$ cat src/rtl/pwm_ramp_sequencer.sv
// Ramps the PWM duty cycle toward a programmed target in clamped steps and passes channel enables through.
// Latency: first duty update cfg_prescale+1 edges after the start edge; done/busy are registered state decodes.
// Backpressure: none; start/duty_wr/abort are single-cycle pulses and are dropped when not accepted.
// Optional macro RAMP_AUTO_DISABLE_EN: force en_pwm_out to zero after a ramp that finishes at duty 0.
module pwm_ramp_sequencer #(
  parameter int PRESCALE_W = 16,
  parameter int STEP_W     = 8
) (
  input  logic                  clk,
  input  logic                  rst_n,
  input  logic [7:0]            cfg_target,
  input  logic [STEP_W-1:0]     cfg_step,
  input  logic [PRESCALE_W-1:0] cfg_prescale,
  input  logic                  start,
  input  logic                  abort,
  input  logic                  duty_wr,
  input  logic [15:0]           en_pwm_in,
  output logic [7:0]            duty_out,
  output logic [15:0]           en_pwm_out,
  output logic                  busy,
  output logic                  done
);

  typedef enum logic [1:0] {
    S_IDLE = 2'd0,
    S_RAMP = 2'd1,
    S_DONE = 2'd2
  } state_t;

  state_t                state;
  logic [7:0]            tgt_l;
  logic [STEP_W-1:0]     step_l;
  logic [PRESCALE_W-1:0] ps_l;
  logic [PRESCALE_W-1:0] cnt;

  logic [8:0] step_9;
  logic [8:0] up_sum;
  logic [8:0] dn_diff;
  logic [7:0] duty_next;
  logic       start_acc;
  logic       wr_acc;
  logic       tick;
  logic       enter_done;
  logic       off_set;

  // Accepted-command decode and one clamped step toward the latched target.
  // The 9-bit sum/difference exposes carry and borrow so the step never wraps.
  always_comb begin
    start_acc = (state == S_IDLE) && !abort && start;
    wr_acc    = (state == S_IDLE) && !abort && !start && duty_wr;
    tick      = (state == S_RAMP) && !abort && (cnt == ps_l);

    step_9 = 9'(step_l);
    if (step_l == '0) begin
      step_9 = 9'd1;
    end
    up_sum  = {1'b0, duty_out} + step_9;
    dn_diff = {1'b0, duty_out} - step_9;

    duty_next = tgt_l;
    if (duty_out < tgt_l) begin
      if (up_sum < {1'b0, tgt_l}) begin
        duty_next = up_sum[7:0];
      end
    end else begin
      if (!dn_diff[8] && (dn_diff[7:0] > tgt_l)) begin
        duty_next = dn_diff[7:0];
      end
    end

    enter_done = (start_acc && (cfg_target == duty_out)) ||
                 (tick && (duty_next == tgt_l));
    // Both entry paths land exactly on the target, so the target tells us the duty.
    off_set    = enter_done && (start_acc ? (cfg_target == 8'h00) : (tgt_l == 8'h00));
  end

  // Main sequencer: state, latched config, tick counter, duty and status flags.
  always_ff @(posedge clk) begin
    if (!rst_n) begin
      state    <= S_IDLE;
      tgt_l    <= '0;
      step_l   <= '0;
      ps_l     <= '0;
      cnt      <= '0;
      duty_out <= '0;
      busy     <= 1'b0;
      done     <= 1'b0;
    end else begin
      case (state)
        S_IDLE: begin
          if (start_acc) begin
            tgt_l  <= cfg_target;
            step_l <= cfg_step;
            ps_l   <= cfg_prescale;
            cnt    <= '0;
            busy   <= 1'b1;
            if (enter_done) begin
              state <= S_DONE;
              done  <= 1'b1;
            end else begin
              state <= S_RAMP;
              done  <= 1'b0;
            end
          end else if (wr_acc) begin
            duty_out <= cfg_target;
          end
        end
        S_RAMP: begin
          if (abort) begin
            // Abort beats a coincident step: duty holds where it is.
            state <= S_IDLE;
            busy  <= 1'b0;
            done  <= 1'b0;
          end else if (tick) begin
            cnt      <= '0;
            duty_out <= duty_next;
            if (enter_done) begin
              state <= S_DONE;
              done  <= 1'b1;
            end
          end else begin
            cnt <= cnt + 1'b1;
          end
        end
        S_DONE: begin
          state <= S_IDLE;
          busy  <= 1'b0;
          done  <= 1'b0;
        end
        default: begin
          state <= S_IDLE;
          busy  <= 1'b0;
          done  <= 1'b0;
        end
      endcase
    end
  end

`ifdef RAMP_AUTO_DISABLE_EN
  logic off_latch;

  // Kill the PWM enables once a ramp has brought the duty to zero; a new command re-arms them.
  always_ff @(posedge clk) begin
    if (!rst_n) begin
      off_latch <= 1'b0;
    end else if (off_set) begin
      off_latch <= 1'b1;
    end else if (start_acc || wr_acc) begin
      off_latch <= 1'b0;
    end
  end

  assign en_pwm_out = off_latch ? 16'h0000 : en_pwm_in;
`else
  logic unused_off;
  assign unused_off = off_set;
  assign en_pwm_out = en_pwm_in;
`endif

endmodule

$ cat config.mk
export PLATFORM = sky130hd
export DESIGN_NAME = pwm_ramp_sequencer
export DESIGN_NICKNAME = d
export VERILOG_FILES = /design/src/rtl/pwm_ramp_sequencer.sv
export SDC_FILE = /design/constraint.sdc
export NUM_CORES = 1
export LEC_CHECK = 0
export ABC_AREA = 1
export CAP_MARGIN = 20
export CORE_ASPECT_RATIO = 1.1
export CORE_MARGIN = 5
export CORE_UTILIZATION = 50
export CTS_BUF_LIST = sky130_fd_sc_hd__clkbuf_4 sky130_fd_sc_hd__clkbuf_8
export DETAILED_ROUTE_END_ITERATION = 12
export GPL_TIMING_DRIVEN = 0
export HOLD_SLACK_MARGIN = 0.05
export PLACE_DENSITY = 0.76
export SYNTH_ARGS = -nofsm -noshare
export SYNTH_HDL_FRONTEND = slang
export SYNTH_SLANG_ARGS = --single-unit
$ cat constraint.sdc
create_clock -name clk -period 8.7 [get_ports clk]
set_input_delay 0.87 -clock clk [delete_from_list [all_inputs] [get_ports clk]]
set_output_delay 0.87 -clock clk [all_outputs]
set_load 0.02 [all_outputs]
==> summary.txt, run 1 <==
RUN STATUS
----------------------------------------------------------------------------------------
Status .................................................................... finished clean

POWER AND IR DROP
----------------------------------------------------------------------------------------
Lkg Pwr ...................................................................  0.002614 uW
Ratio of total power to cell area ......................................... 194.2 nW/um^2
Largest vdd supply drop ...................................................    0.1373 mV

TIMING
----------------------------------------------------------------------------------------
Final critical-path share of the clock period .............................       53.75%
Final count of hold timing violations .....................................            0
Tightest slew margin relative to the limit ................................       57.65%
Unrepaired setup endpoints after global routing ...........................           no
Final critical delay including setup and external delays ..................     4.677 ns
Final Worst Setup Slack ...................................................     4.023 ns
Slew of the pin with the lowest slew margin ...............................    0.6271 ns
Achievable frequency ......................................................    213.8 MHz
Final Max Tran Viols ......................................................            0
Worst-case clock skew .....................................................  0.006688 ns
Total negative setup slack ................................................         0 ns
Setup Viol. Count Final ...................................................            0

MIN PATH
----------------------------------------------------------------------------------------
Instance count along the most critical hold path ..........................            2
Min-Delay Startpoint ...................................................... step_l[0]$_SDFFE_PN0P_
Class of the most critical hold timing path ...............................   reg -> reg
WHS Endpoint .............................................................. step_l[0]$_SDFFE_PN0P_

FLOORPLANNING
----------------------------------------------------------------------------------------
Core Area .................................................................   9213 sq um
Initial Util ..............................................................       50.55%
Die height ................................................................ 111.2 microns
Die Footprint ............................................................. 11,350 sq um
Number of top-level pins ..................................................           79
Num rows ..................................................................           37
Die W ..................................................................... 102.0 microns

GLOBAL ROUTE
----------------------------------------------------------------------------------------
Pin count of the biggest net entering global routing ......................           11
Antenna violations before repair ..........................................            0
Total grt overflow ........................................................            0
Global-route total usage across every layer ...............................       24.33%
Vias in the first global route ............................................        4,803
First-pass GRT wire length ................................................     22.25 mm

DETAILED ROUTING
----------------------------------------------------------------------------------------
Overall via count from detail_route .......................................        4,899
TritonRoute pass-1 iters ..................................................            6
Detailed-route vias per instance ..........................................        5.462
Initial DRC Count .........................................................          325
Average wire per cell in the routed design ................................ 15.03 microns
Antenna violation net count after detailed routing ........................            0
Number of DRC violations after detailed routing ...........................            0
Detailed-route wire length ................................................     13.49 mm

CLOCK TREE
----------------------------------------------------------------------------------------
TritonCTS clock tree ......................................................          yes
Maximum root-to-sink buffer count .........................................            2
Clock slew seen by the registers of the worst setup and hold paths ........      0.07 ns
Cts-stage hold buffer count ...............................................            0
Inserted Clock Buffers ....................................................            9
H-tree level count ........................................................            3
Post-CTS repair timing setup buffer count .................................            0
Cell at the root of the clock tree ........................................     clkbuf_8
Source-to-sink clock delay at the later pin of the worst-skew pair ........      0.34 ns
Total clock sinks .........................................................           59
Number of cells upsized or downsized after cts ............................            0

SYNTH
----------------------------------------------------------------------------------------
Post-synthesis net count ..................................................          800
Area share of fa/ha/maj cells after synthesis .............................       12.14%
Share of the synthesized area in compound gates (AO/OA/AOI/OAI) ...........       13.81%
Yosys synthesis warning count .............................................            0
Main synth FF type ........................................................      dfxtp_1
Number of instances in the synthesized netlist ............................          703
Post-synth cell types .....................................................           40
Number of synthesized register bits .......................................           59
Ys async rst share ........................................................           0%
Multiplexer fraction of the synthesized cell area .........................           0%
Dominant combinational cell family by area after synthesis ................ simple AND/OR/NAND/NOR gates
Post-Syn Area per Cell ....................................................  6.624 sq um
Area share of and/or/nand/nor cells after synthesis .......................       31.33%
Post-synthesis sequential area ratio ......................................       25.36%
Number of synthesized flops with an enable pin ............................            0
Cell area after technology mapping ........................................   4657 sq um
Xor/xnor cell area share of the yosys netlist .............................       4.890%

SETUP PATH
----------------------------------------------------------------------------------------
Worst-path maximum fanout .................................................            6
CP Class ..................................................................   reg -> reg
Endpoint class of the critical path .......................................     register
Most prevalent standard cell on the critical path .........................      nand2_1
End of the worst register-to-register path ................................ state[0]$_SDFFE_PN0P_
FF-to-FF Start ............................................................ step_l[1]$_SDFFE_PN0P_
Crit path launch type .....................................................     register
Standard cell with the maximum stage delay on the critical path ...........      o41ai_1
Critical Path AT ..........................................................      4.92 ns
FF-to-FF path depth .......................................................           29
R2R setup slack ...........................................................      4.02 ns
Delay of the slowest cell on the worst path ...............................      0.54 ns
Required time at the endpoint of the critical path ........................      8.94 ns

PLACED DESIGN
----------------------------------------------------------------------------------------
Number of I/O port buffers ................................................           61
Dpl cells .................................................................          881
Total half-perimeter wirelength after legalization and detailed placement .     10.73 mm
Pre-CTS WS ................................................................     4.071 ns
Placer Congestion .........................................................       0.9122

FINISH
----------------------------------------------------------------------------------------
Number of nets in the layout ..............................................          872
Fillers ...................................................................          862
Layout overhead on the synthesized area ...................................       20.50%
Layout cell share with drive strength beyond 1 ............................       8.333%
Number of antenna diodes ..................................................            0
Finished Layout Cells .....................................................          897

RUN
----------------------------------------------------------------------------------------
Number of maximum-capacitance violations ..................................            0

## critical path: cells and delay by family, from the launching register on
kind                       cells  cell delay (ns)
AOI/OAI and AO/OA              4             1.08
adders and majority gates      3             0.94
buffers and inverters          4             0.35
and+or+nand+nor               18             1.88
DFF                            1             0.34
## per-layer routing
| metal | wire, microns | vias to the layer above | global-route usage (%) |
|---|---|---|---|
| li1 | - | 2437 | - |
| met1 | 5399 | 2254 | 28.06 |
| met2 | 6903 | 158 | 43.26 |
| met3 | 662 | 50 | 4.028 |
| met4 | 521 | 0 | 10.32 |
| met5 | 0 | - | 0 |
## synthesized netlist by cell type, types with 2 or more instances
| library cell | number | area, sq um |
|---|---|---|
| nand2_1 | 168 | 630.6 |
| inv_1 | 90 | 337.8 |
| nand3_1 | 66 | 330.3 |
| dfxtp_1 | 59 | 1181 |
| a21oi_1 | 58 | 290.3 |
| ha_1 | 42 | 525.5 |
| o21ai_0 | 42 | 210.2 |
| nor2_1 | 37 | 138.9 |
| buf_4 | 18 | 135.1 |
| xor2_1 | 17 | 148.9 |
| clkbuf_1 | 14 | 52.55 |
| nand4_1 | 14 | 87.58 |
| xnor2_1 | 9 | 78.83 |
| a31oi_1 | 8 | 50.05 |
| nand3_2 | 8 | 80.08 |
| nor4_1 | 6 | 37.54 |
| buf_2 | 5 | 25.02 |
| nor2_2 | 5 | 31.28 |
| inv_2 | 4 | 15.01 |
| nand2_2 | 3 | 18.77 |
| nand3b_1 | 3 | 22.52 |
| nor3_1 | 3 | 15.01 |
| o21ai_1 | 3 | 15.01 |
| a211oi_1 | 2 | 15.01 |
| fa_1 | 2 | 40.04 |
| nor2_4 | 2 | 22.52 |
| nor3b_1 | 2 | 15.01 |
## state kept, by name, indices dropped and copies added (netlist names)
name,flops
ps_l,16
step_l,8
duty_out,8
busy,1
cnt,16
state,1
done,1
tgt_l,8
## layout by cell type, fill, tap and decap left out, types with 17 or more instances in the layout
| cell type | n |
|---|---|
| nand2_1 | 168 |
| inv_1 | 90 |
| nand3_1 | 66 |
| clkdlybuf4s50_1 | 61 |
| dfxtp_1 | 59 |
| a21oi_1 | 58 |
| o21ai_0 | 42 |
| ha_1 | 42 |
| nor2_1 | 37 |
| buf_4 | 18 |
| xor2_1 | 17 |
## power by group
| group | internal [uW] | leakage, uW | total (uW) | switching [uW] |
|---|---|---|---|---|
| clock | 142 | 0.000103 | 251 | 109 |
| sequential | 287 | 0.000482 | 305 | 18.3 |
| combinational | 198 | 0.00203 | 534 | 336 |
| total | 627 | 0.00261 | 1090 | 463 |
## area by class of cell
| cell class | instances | area (sq um) | share of cell area [%] |
|---|---|---|---|
| buffer | 39 | 227.7 | 4.058 |
| clock buffer | 11 | 145.1 | 2.586 |
| clock inverter | 5 | 52.55 | 0.9365 |
| inverter | 94 | 352.8 | 6.288 |
| multi-input combinational | 511 | 2895 | 51.59 |
| sequential | 59 | 1181 | 21.05 |
| tap | 117 | 146.4 | 2.609 |
| timing repair buffer | 61 | 610.6 | 10.88 |
## through the flow
stage | power (uW) | util [%] | hold slack [ns] | area, sq um
floorplan | 693.3 | - | 0.4290 | 4657
global placement | 819.5 | 58.77 | 0.4478 | 5414
detailed placement | 835.6 | 58.77 | 0.4612 | 5414
CTS | 1086 | 60.91 | 0.4713 | 5612
global route | 1178 | 60.91 | 0.5028 | 5612
finish | 1090 | 60.91 | 0.4692 | 5612
## cells by family (layout without fill, tap and decap cells)
kind of cell | count (synthesis) | count (layout)
flip-flops | 59 | 59
buffers and inverters | 133 | 210
AND/OR/NAND/NOR | 320 | 320
XOR/XNOR | 26 | 26
adder cells (fa/ha/maj) | 44 | 44
AO/OA/AOI/OAI | 121 | 121
## how the worst max path moves through the flow
stage,start,endpoint,slack (ns),cells past startpoint
2_1_floorplan,step_l[1]$_SDFFE_PN0P_,state[0]$_SDFFE_PN0P_,5.01,29
3_3_place_gp,step_l[1]$_SDFFE_PN0P_,state[0]$_SDFFE_PN0P_,4.13,29
3_5_place_dp,step_l[1]$_SDFFE_PN0P_,state[0]$_SDFFE_PN0P_,4.07,29
4_1_cts,step_l[1]$_SDFFE_PN0P_,state[0]$_SDFFE_PN0P_,4.06,29
5_1_grt,step_l[1]$_SDFFE_PN0P_,state[0]$_SDFFE_PN0P_,3.55,30
6_report,step_l[1]$_SDFFE_PN0P_,state[0]$_SDFFE_PN0P_,4.02,29
No activity file was read; power rests on OpenSTA's default activity.
==> inputs of run 2 (changes only) <==
--- a/config.mk
+++ b/config.mk
@@ -14,7 +14,7 @@
 export DETAILED_ROUTE_END_ITERATION = 12
 export GPL_TIMING_DRIVEN = 0
 export HOLD_SLACK_MARGIN = 0.05
-export PLACE_DENSITY = 0.76
+export PLACE_DENSITY = 0.79
 export SYNTH_ARGS = -nofsm -noshare
 export SYNTH_HDL_FRONTEND = slang
 export SYNTH_SLANG_ARGS = --single-unit
==> constraint.sdc (replaced) <==
create_clock -name clk -period 4 [get_ports clk]
set_input_delay 0.4 -clock clk [delete_from_list [all_inputs] [get_ports clk]]
set_output_delay 0.4 -clock clk [all_outputs]
set_load 0.02 [all_outputs]
==> summary.txt, run 2 (synthesis gave the netlist of run 1 again) <==
PLACED DESIGN
----------------------------------------------------------------------------------------
Number of I/O port buffers ................................................           61   unchanged
Placer Congestion .........................................................       0.9166   +0.48%
Dpl cells .................................................................          881   unchanged
Pre-CTS WS ................................................................   -0.7288 ns   -4.800 ns
Total half-perimeter wirelength after legalization and detailed placement .     10.77 mm   +0.29%

CLOCK TREE
----------------------------------------------------------------------------------------
Total clock sinks .........................................................           59   unchanged
Clock slew seen by the registers of the worst setup and hold paths ........      0.08 ns   about the same
Maximum root-to-sink buffer count .........................................            2   unchanged
Inserted Clock Buffers ....................................................            9   unchanged
H-tree level count ........................................................            3   unchanged
Cell at the root of the clock tree ........................................     clkbuf_8
Source-to-sink clock delay at the later pin of the worst-skew pair ........      0.35 ns   about the same
TritonCTS clock tree ......................................................          yes
Cts-stage hold buffer count ...............................................            0   unchanged

SETUP PATH
----------------------------------------------------------------------------------------
FF-to-FF path depth .......................................................           30   +3.4%
FF-to-FF Start ............................................................ step_l[1]$_SDFFE_PN0P_
R2R setup slack ...........................................................     0.005 ns   -4.02 ns
Stages on the worst setup path ............................................           30   +3.4%
Worst-path maximum fanout .................................................            4   -2
Delay of the slowest cell on the worst path ...............................      0.38 ns   -0.16 ns
Critical Path AT ..........................................................      4.25 ns   -0.67 ns
Start point of the critical path .......................................... step_l[1]$_SDFFE_PN0P_
Worst setup path end ...................................................... state[0]$_SDFFE_PN0P_
Combined buffer and inverter count along the critical path ................            6   +2
Family with the most delay on the worst path .............................. simple AND/OR/NAND/NOR gates
Standard cell with the maximum stage delay on the critical path ...........      o41ai_4
End of the worst register-to-register path ................................ state[0]$_SDFFE_PN0P_
Most prevalent standard cell on the critical path .........................      nand2_1
CP Class ..................................................................   reg -> reg
Crit path launch type .....................................................     register
Required time at the endpoint of the critical path ........................      4.26 ns   -4.68 ns
Endpoint class of the critical path .......................................     register

FLOORPLANNING
----------------------------------------------------------------------------------------
Initial Util ..............................................................       50.55%   unchanged
Die W ..................................................................... 102.0 microns   unchanged
Number of top-level pins ..................................................           79   unchanged
Die Footprint ............................................................. 11,350 sq um   unchanged
Die height ................................................................ 111.2 microns   unchanged
Core Area .................................................................   9213 sq um   unchanged
Num rows ..................................................................           37   unchanged

FINISH
----------------------------------------------------------------------------------------
Fin util ..................................................................       66.36%   +5.4 points
Commonest non-fill, non-tap cells in the layout ........................... nand2_1 (155), inv_1 (84), clkdlybuf4s50_1 (61)
Layout cell share with drive strength beyond 1 ............................       17.16%   +8.8 points
Finished Layout Cells .....................................................          927   +3.3%
Largest registers ......................................................... cnt x16, ps_l x16
Layout overhead on the synthesized area ...................................       31.27%
Number of nets in the layout ..............................................          902   +3.4%
Leading cell type in the layout, fill and taps excluded ...................      nand2_1
Number of antenna diodes ..................................................            0   unchanged

DETAILED ROUTING
----------------------------------------------------------------------------------------
Antenna violation net count after detailed routing ........................            0   unchanged
Average wire per cell in the routed design ................................ 15.58 microns   +3.6%
Initial DRC Count .........................................................          277   -15%
TritonRoute pass-1 iters ..................................................            5   -1
Detailed-route vias per instance ..........................................        5.496   +0.64%
Detailed-route wire length ................................................     14.44 mm   +7.1%
Overall via count from detail_route .......................................        5,095   +4.0%
Number of DRC violations after detailed routing ...........................            0   unchanged

GLOBAL ROUTE
----------------------------------------------------------------------------------------
Pin count of the biggest net entering global routing ......................           13   +2
First-pass GRT wire length ................................................     22.96 mm   +3.2%
Antenna violations before repair ..........................................            0   unchanged
Global-route total usage across every layer ...............................       25.06%   +0.73 points
Vias in the first global route ............................................        4,984   +3.8%
Total grt overflow ........................................................            0   unchanged

RUN
----------------------------------------------------------------------------------------
Number of maximum-capacitance violations ..................................            0   unchanged

POWER AND IR DROP
----------------------------------------------------------------------------------------
Cell internal pwr .........................................................      1604 uW   +160%
Sequential Power Share ....................................................        23.9%   -4.1 points
Switching power summed over all nets ......................................      1190 uW   +160%
Combinational share of power ..............................................        53.6%   +4.6 points
Largest vdd supply drop ...................................................    0.2337 mV   +70%
Lkg Pwr ...................................................................  0.002817 uW   +7.8%
Ratio of total power to cell area ......................................... 457.1 nW/um^2   +140%
Clock share of power ......................................................        22.5%   -0.5 points
Net switching share of the total power ....................................       42.60%   +0.094 points

TIMING
----------------------------------------------------------------------------------------
Final Max Tran Viols ......................................................            0   unchanged
Unrepaired setup endpoints after global routing ...........................          yes
Final critical delay including setup and external delays ..................     3.995 ns   -0.6821 ns
Final critical-path share of the clock period .............................       99.86%   +46 points
Slew of the pin with the lowest slew margin ...............................    0.6216 ns   -0.005508 ns
Final Worst Setup Slack ...................................................  0.005489 ns   -4.018 ns
Tightest slew margin relative to the limit ................................       58.28%   +0.64 points
Achievable frequency ......................................................    250.3 MHz   +17%
Final count of hold timing violations .....................................            0   unchanged
Setup Viol. Count Final ...................................................            0   unchanged
Worst-case clock skew .....................................................   0.01226 ns   +0.005572 ns

RUN STATUS
----------------------------------------------------------------------------------------
Status .................................................................... finished clean

MIN PATH
----------------------------------------------------------------------------------------
Class of the most critical hold timing path ...............................    in -> reg

==> run 2: how the worst min path moves through the flow <==
stage | from | endpoint | slack, ns | cells past startpoint
global route | rst_n | duty_out[4]$_SDFFE_PN0P_ | 0.40 | 3
floorplan | step_l[0]$_SDFFE_PN0P_ | step_l[0]$_SDFFE_PN0P_ | 0.43 | 2
detailed placement | step_l[0]$_SDFFE_PN0P_ | step_l[0]$_SDFFE_PN0P_ | 0.45 | 2
CTS | rst_n | duty_out[5]$_SDFFE_PN0P_ | 0.37 | 3
finish | rst_n | duty_out[5]$_SDFFE_PN0P_ | 0.38 | 3
global placement | step_l[0]$_SDFFE_PN0P_ | step_l[0]$_SDFFE_PN0P_ | 0.45 | 2
==> run 2: layout make-up <==
type | count | area, sq um
multi-input cells | 512 | 3139
well taps | 117 | 146.4
flip-flops and latches | 59 | 1185
clock inverters | 7 | 100.1
fillers | 809 | 3099
plain buffers | 39 | 230.2
repair buffers | 90 | 835.8
clock buffers | 9 | 123.9
inverters | 94 | 352.8
==> run 2: tightest hold or removal path: cells and delay by family <==
family	cells	cell delay [ns]
buffers and inverters	1	0.16
AOI/OAI and AO/OA	2	0.13
==> run 2: power groups by stage <==
stage / Clock [uW] / Combinational, uW / Sequential, uW
global route: 655 / 1650 / 671
global placement: 0 / 1100 / 676
detailed placement: 0 / 1130 / 678
floorplan: 0 / 834 / 674
finish: 630 / 1500 / 667
CTS: 633 / 1320 / 666
==> run 2: layer usage <==
layer	vias to the layer above	GRT usage, %	wire length (microns)	share of wire, %
met5	-	0	0	0
met4	0	12.69	545	3.8
met3	39	3.776	682	4.7
met2	173	44.73	7628	53
met1	2379	28.08	5587	39
li1	2504	-	-	-
==> run 2: what timing repair did <==
item,in CTS,in global routing
pin swaps,27,21
cloned,1,0
resized for setup,30,32
endpoints found under the setup margin,10,4
buffers inserted,21,8
==> run 2: metrics by stage <==
| step | hold slack, ns | TNS, ns | power [uW] | cell area [sq um] |
|---|---|---|---|---|
| after floorplan | 0.4290 | 0 | 1508 | 4657 |
| after CTS | 0.3711 | 0 | 2620 | 5924 |
| after detailed placement | 0.4468 | -2.583 | 1809 | 5414 |
| final | 0.3825 | 0 | 2794 | 6113 |
| after global placement | 0.4511 | -2.267 | 1778 | 5414 |
| after global routing | 0.3983 | -0.4230 | 2978 | 6113 |
==> inputs of run 3 (changes only) <==
--- a/config.mk
+++ b/config.mk
@@ -8,7 +8,6 @@
 export ABC_AREA = 1
 export CAP_MARGIN = 20
 export CORE_ASPECT_RATIO = 1.1
-export CORE_MARGIN = 5
 export CORE_UTILIZATION = 50
 export CTS_BUF_LIST = sky130_fd_sc_hd__clkbuf_4 sky130_fd_sc_hd__clkbuf_8
 export DETAILED_ROUTE_END_ITERATION = 12
==> summary.txt, run 3 (synthesis gave the netlist of run 1 again) <==
POWER AND IR DROP
----------------------------------------------------------------------------------------
Ratio of total power to cell area ......................................... 446.0 nW/um^2   -2.4%
Total power consumption of the routed design ..............................      2692 uW   -3.7%
Largest vdd supply drop ...................................................    0.2616 mV   +12%
Lkg Pwr ...................................................................  0.002773 uW   -1.6%

GLOBAL ROUTE
----------------------------------------------------------------------------------------
Antenna violations before repair ..........................................            0   unchanged
Total grt overflow ........................................................            0   unchanged
First-pass GRT wire length ................................................     21.49 mm   -6.4%
Vias in the first global route ............................................        4,854   -2.6%
Global-route total usage across every layer ...............................       28.22%   +3.2 points
Pin count of the biggest net entering global routing ......................           11   -2

TIMING
----------------------------------------------------------------------------------------
Worst-case clock skew .....................................................   0.01839 ns   +0.006127 ns
Setup Viol. Count Final ...................................................            0   unchanged
Final critical-path share of the clock period .............................       98.67%   -1.2 points
Final critical delay including setup and external delays ..................     3.947 ns   -0.04778 ns
Achievable frequency ......................................................    253.4 MHz   +1.2%
Tightest slew margin relative to the limit ................................       60.41%   +2.1 points
Final Max Tran Viols ......................................................            0   unchanged
Worst-case hold slack .....................................................    0.4213 ns   +0.03880 ns
Unrepaired setup endpoints after global routing ...........................          yes
Final Worst Setup Slack ...................................................   0.05327 ns   +0.04778 ns
Slew of the pin with the lowest slew margin ...............................    0.5939 ns   -0.02768 ns
Final count of hold timing violations .....................................            0   unchanged

CLOCK TREE
----------------------------------------------------------------------------------------
TritonCTS clock tree ......................................................          yes
Total clock sinks .........................................................           59   unchanged
Inserted Clock Buffers ....................................................            9   unchanged
H-tree level count ........................................................            3   unchanged
Maximum root-to-sink buffer count .........................................            2   unchanged
Source-to-sink clock delay at the later pin of the worst-skew pair ........      0.35 ns   about the same
Clock slew seen by the registers of the worst setup and hold paths ........      0.08 ns   about the same
Cell at the root of the clock tree ........................................     clkbuf_8

FLOORPLANNING
----------------------------------------------------------------------------------------
Die height ................................................................ 103.2 microns   -7.2%
Initial Util ..............................................................       51.95%   +1.4 points
Core Area .................................................................   8964 sq um   -2.7%
Die Footprint .............................................................   9704 sq um   -14%
Number of top-level pins ..................................................           79   unchanged
Num rows ..................................................................           36   -2.7%
Die W ..................................................................... 94.02 microns   -7.8%

DETAILED ROUTING
----------------------------------------------------------------------------------------
Overall via count from detail_route .......................................        4,990   -2.1%
Average wire per cell in the routed design ................................ 14.75 microns   -5.3%
Detailed-route wire length ................................................     13.49 mm   -6.6%
Number of DRC violations after detailed routing ...........................            0   unchanged
TritonRoute pass-1 iters ..................................................            5   unchanged
Detailed-route vias per instance ..........................................        5.454   -0.78%
Initial DRC Count .........................................................          317   +14%
Antenna violation net count after detailed routing ........................            0   unchanged

PLACED DESIGN
----------------------------------------------------------------------------------------
Total half-perimeter wirelength after legalization and detailed placement .     10.13 mm   -5.9%
Dpl cells .................................................................          878   -0.34%
Number of I/O port buffers ................................................           61   unchanged
Pre-CTS WS ................................................................   -0.6837 ns   +0.04509 ns
Placed standard-cell area .................................................   5410 sq um   about the same
Placer Congestion .........................................................       0.8900   -2.9%

SETUP PATH
----------------------------------------------------------------------------------------
Family with the most delay on the worst path .............................. simple AND/OR/NAND/NOR gates
Required time at the endpoint of the critical path ........................      4.26 ns   about the same
Combined buffer and inverter count along the critical path ................            6   unchanged
Worst-path maximum fanout .................................................            5   +1
CP Class ..................................................................   reg -> reg
Endpoint class of the critical path .......................................     register
Crit path launch type .....................................................     register
Critical Path AT ..........................................................      4.20 ns   -0.05 ns
Most prevalent standard cell on the critical path .........................      nand2_1
Standard cell with the maximum stage delay on the critical path ...........      o41ai_4
Delay of the slowest cell on the worst path ...............................      0.35 ns   -0.03 ns

RUN STATUS
----------------------------------------------------------------------------------------
Status .................................................................... finished clean

MIN PATH
----------------------------------------------------------------------------------------
Class of the most critical hold timing path ...............................    in -> reg

FINISH
----------------------------------------------------------------------------------------
Leading cell type in the layout, fill and taps excluded ...................      nand2_1
Total non-filler cell area in the finished layout .........................   6036 sq um   -1.3%
Area occupied by multi-input gates ........................................   3139 sq um   unchanged
Layout cell share with drive strength beyond 1 ............................       16.60%   -0.56 points
Fillers ...................................................................          776   -4.1%
Register area .............................................................   1185 sq um   unchanged
Finished Layout Cells .....................................................          915   -1.3%
Number of nets in the layout ..............................................          894   -0.89%
Largest registers ......................................................... cnt x16, ps_l x16
Commonest non-fill, non-tap cells in the layout ........................... nand2_1 (156), inv_1 (84), clkdlybuf4s50_1 (61)
Number of antenna diodes ..................................................            0   unchanged
Layout overhead on the synthesized area ...................................       29.61%

RUN
----------------------------------------------------------------------------------------
Number of maximum-capacitance violations ..................................            0   unchanged

==> run 3: where the power goes <==
group	switching, uW	total [uW]	internal [uW]
logic	856	1430	576
registers	40.9	666	625
clock network	241	594	353
total	1140	2690	1550
==> run 3: tightest hold or removal path, stage by stage <==
cell     delay, ns
buf_2         0.18
o21ai_0       0.10
a31oi_1       0.04
==> run 3: routing by layer <==
| metal | vias to the layer above | part of all wire (%) | global-route usage [%] |
|---|---|---|---|
| met1 | 2311 | 40 | 31.34 |
| met4 | 0 | 3.5 | 13.49 |
| met5 | - | 0 | 0 |
| li1 | 2483 | - | - |
| met3 | 44 | 4.9 | 4.386 |
| met2 | 152 | 52 | 52.67 |
==> run 3: area by class of cell <==
| type | count | share of cell area (%) |
|---|---|---|
| buffer | 39 | 3.814 |
| clock buffer | 10 | 2.177 |
| timing repair buffer | 82 | 12.85 |
| tap | 114 | 2.363 |
| clock inverter | 5 | 1.306 |
| sequential | 59 | 19.63 |
| multi-input combinational | 512 | 52.01 |
| inverter | 94 | 5.846 |
==> run 3: timing repair <==
action,CTS,global route
pin swaps,16,25
hold buffers,0,0
resized for setup,19,43
buffers inserted,16,6
gates cloned,0,1
setup endpoints to repair,10,2
==> run 3: path summary, 6_finish.rpt <==
kind                                        startpoint                  endpoint  slack, ns  depth (start not counted)
worst max register to register  step_l[3]$_SDFFE_PN0P_     state[0]$_SDFFE_PN0P_       0.05                         26
worst max-delay path            step_l[3]$_SDFFE_PN0P_     state[0]$_SDFFE_PN0P_       0.05                         26
worst min register to register    ps_l[5]$_SDFFE_PN0P_      ps_l[5]$_SDFFE_PN0P_       0.47                          2
worst min-delay path                             rst_n  duty_out[1]$_SDFFE_PN0P_       0.42                          3
==> run 3: per-stage QoR <==
stage	utilization, %	setup TNS, ns
after global routing	67.34	-0.2248
after floorplan	-	0
after CTS	64.81	0
after detailed placement	60.36	-2.050
final	67.34	0
after global placement	60.36	-2.103
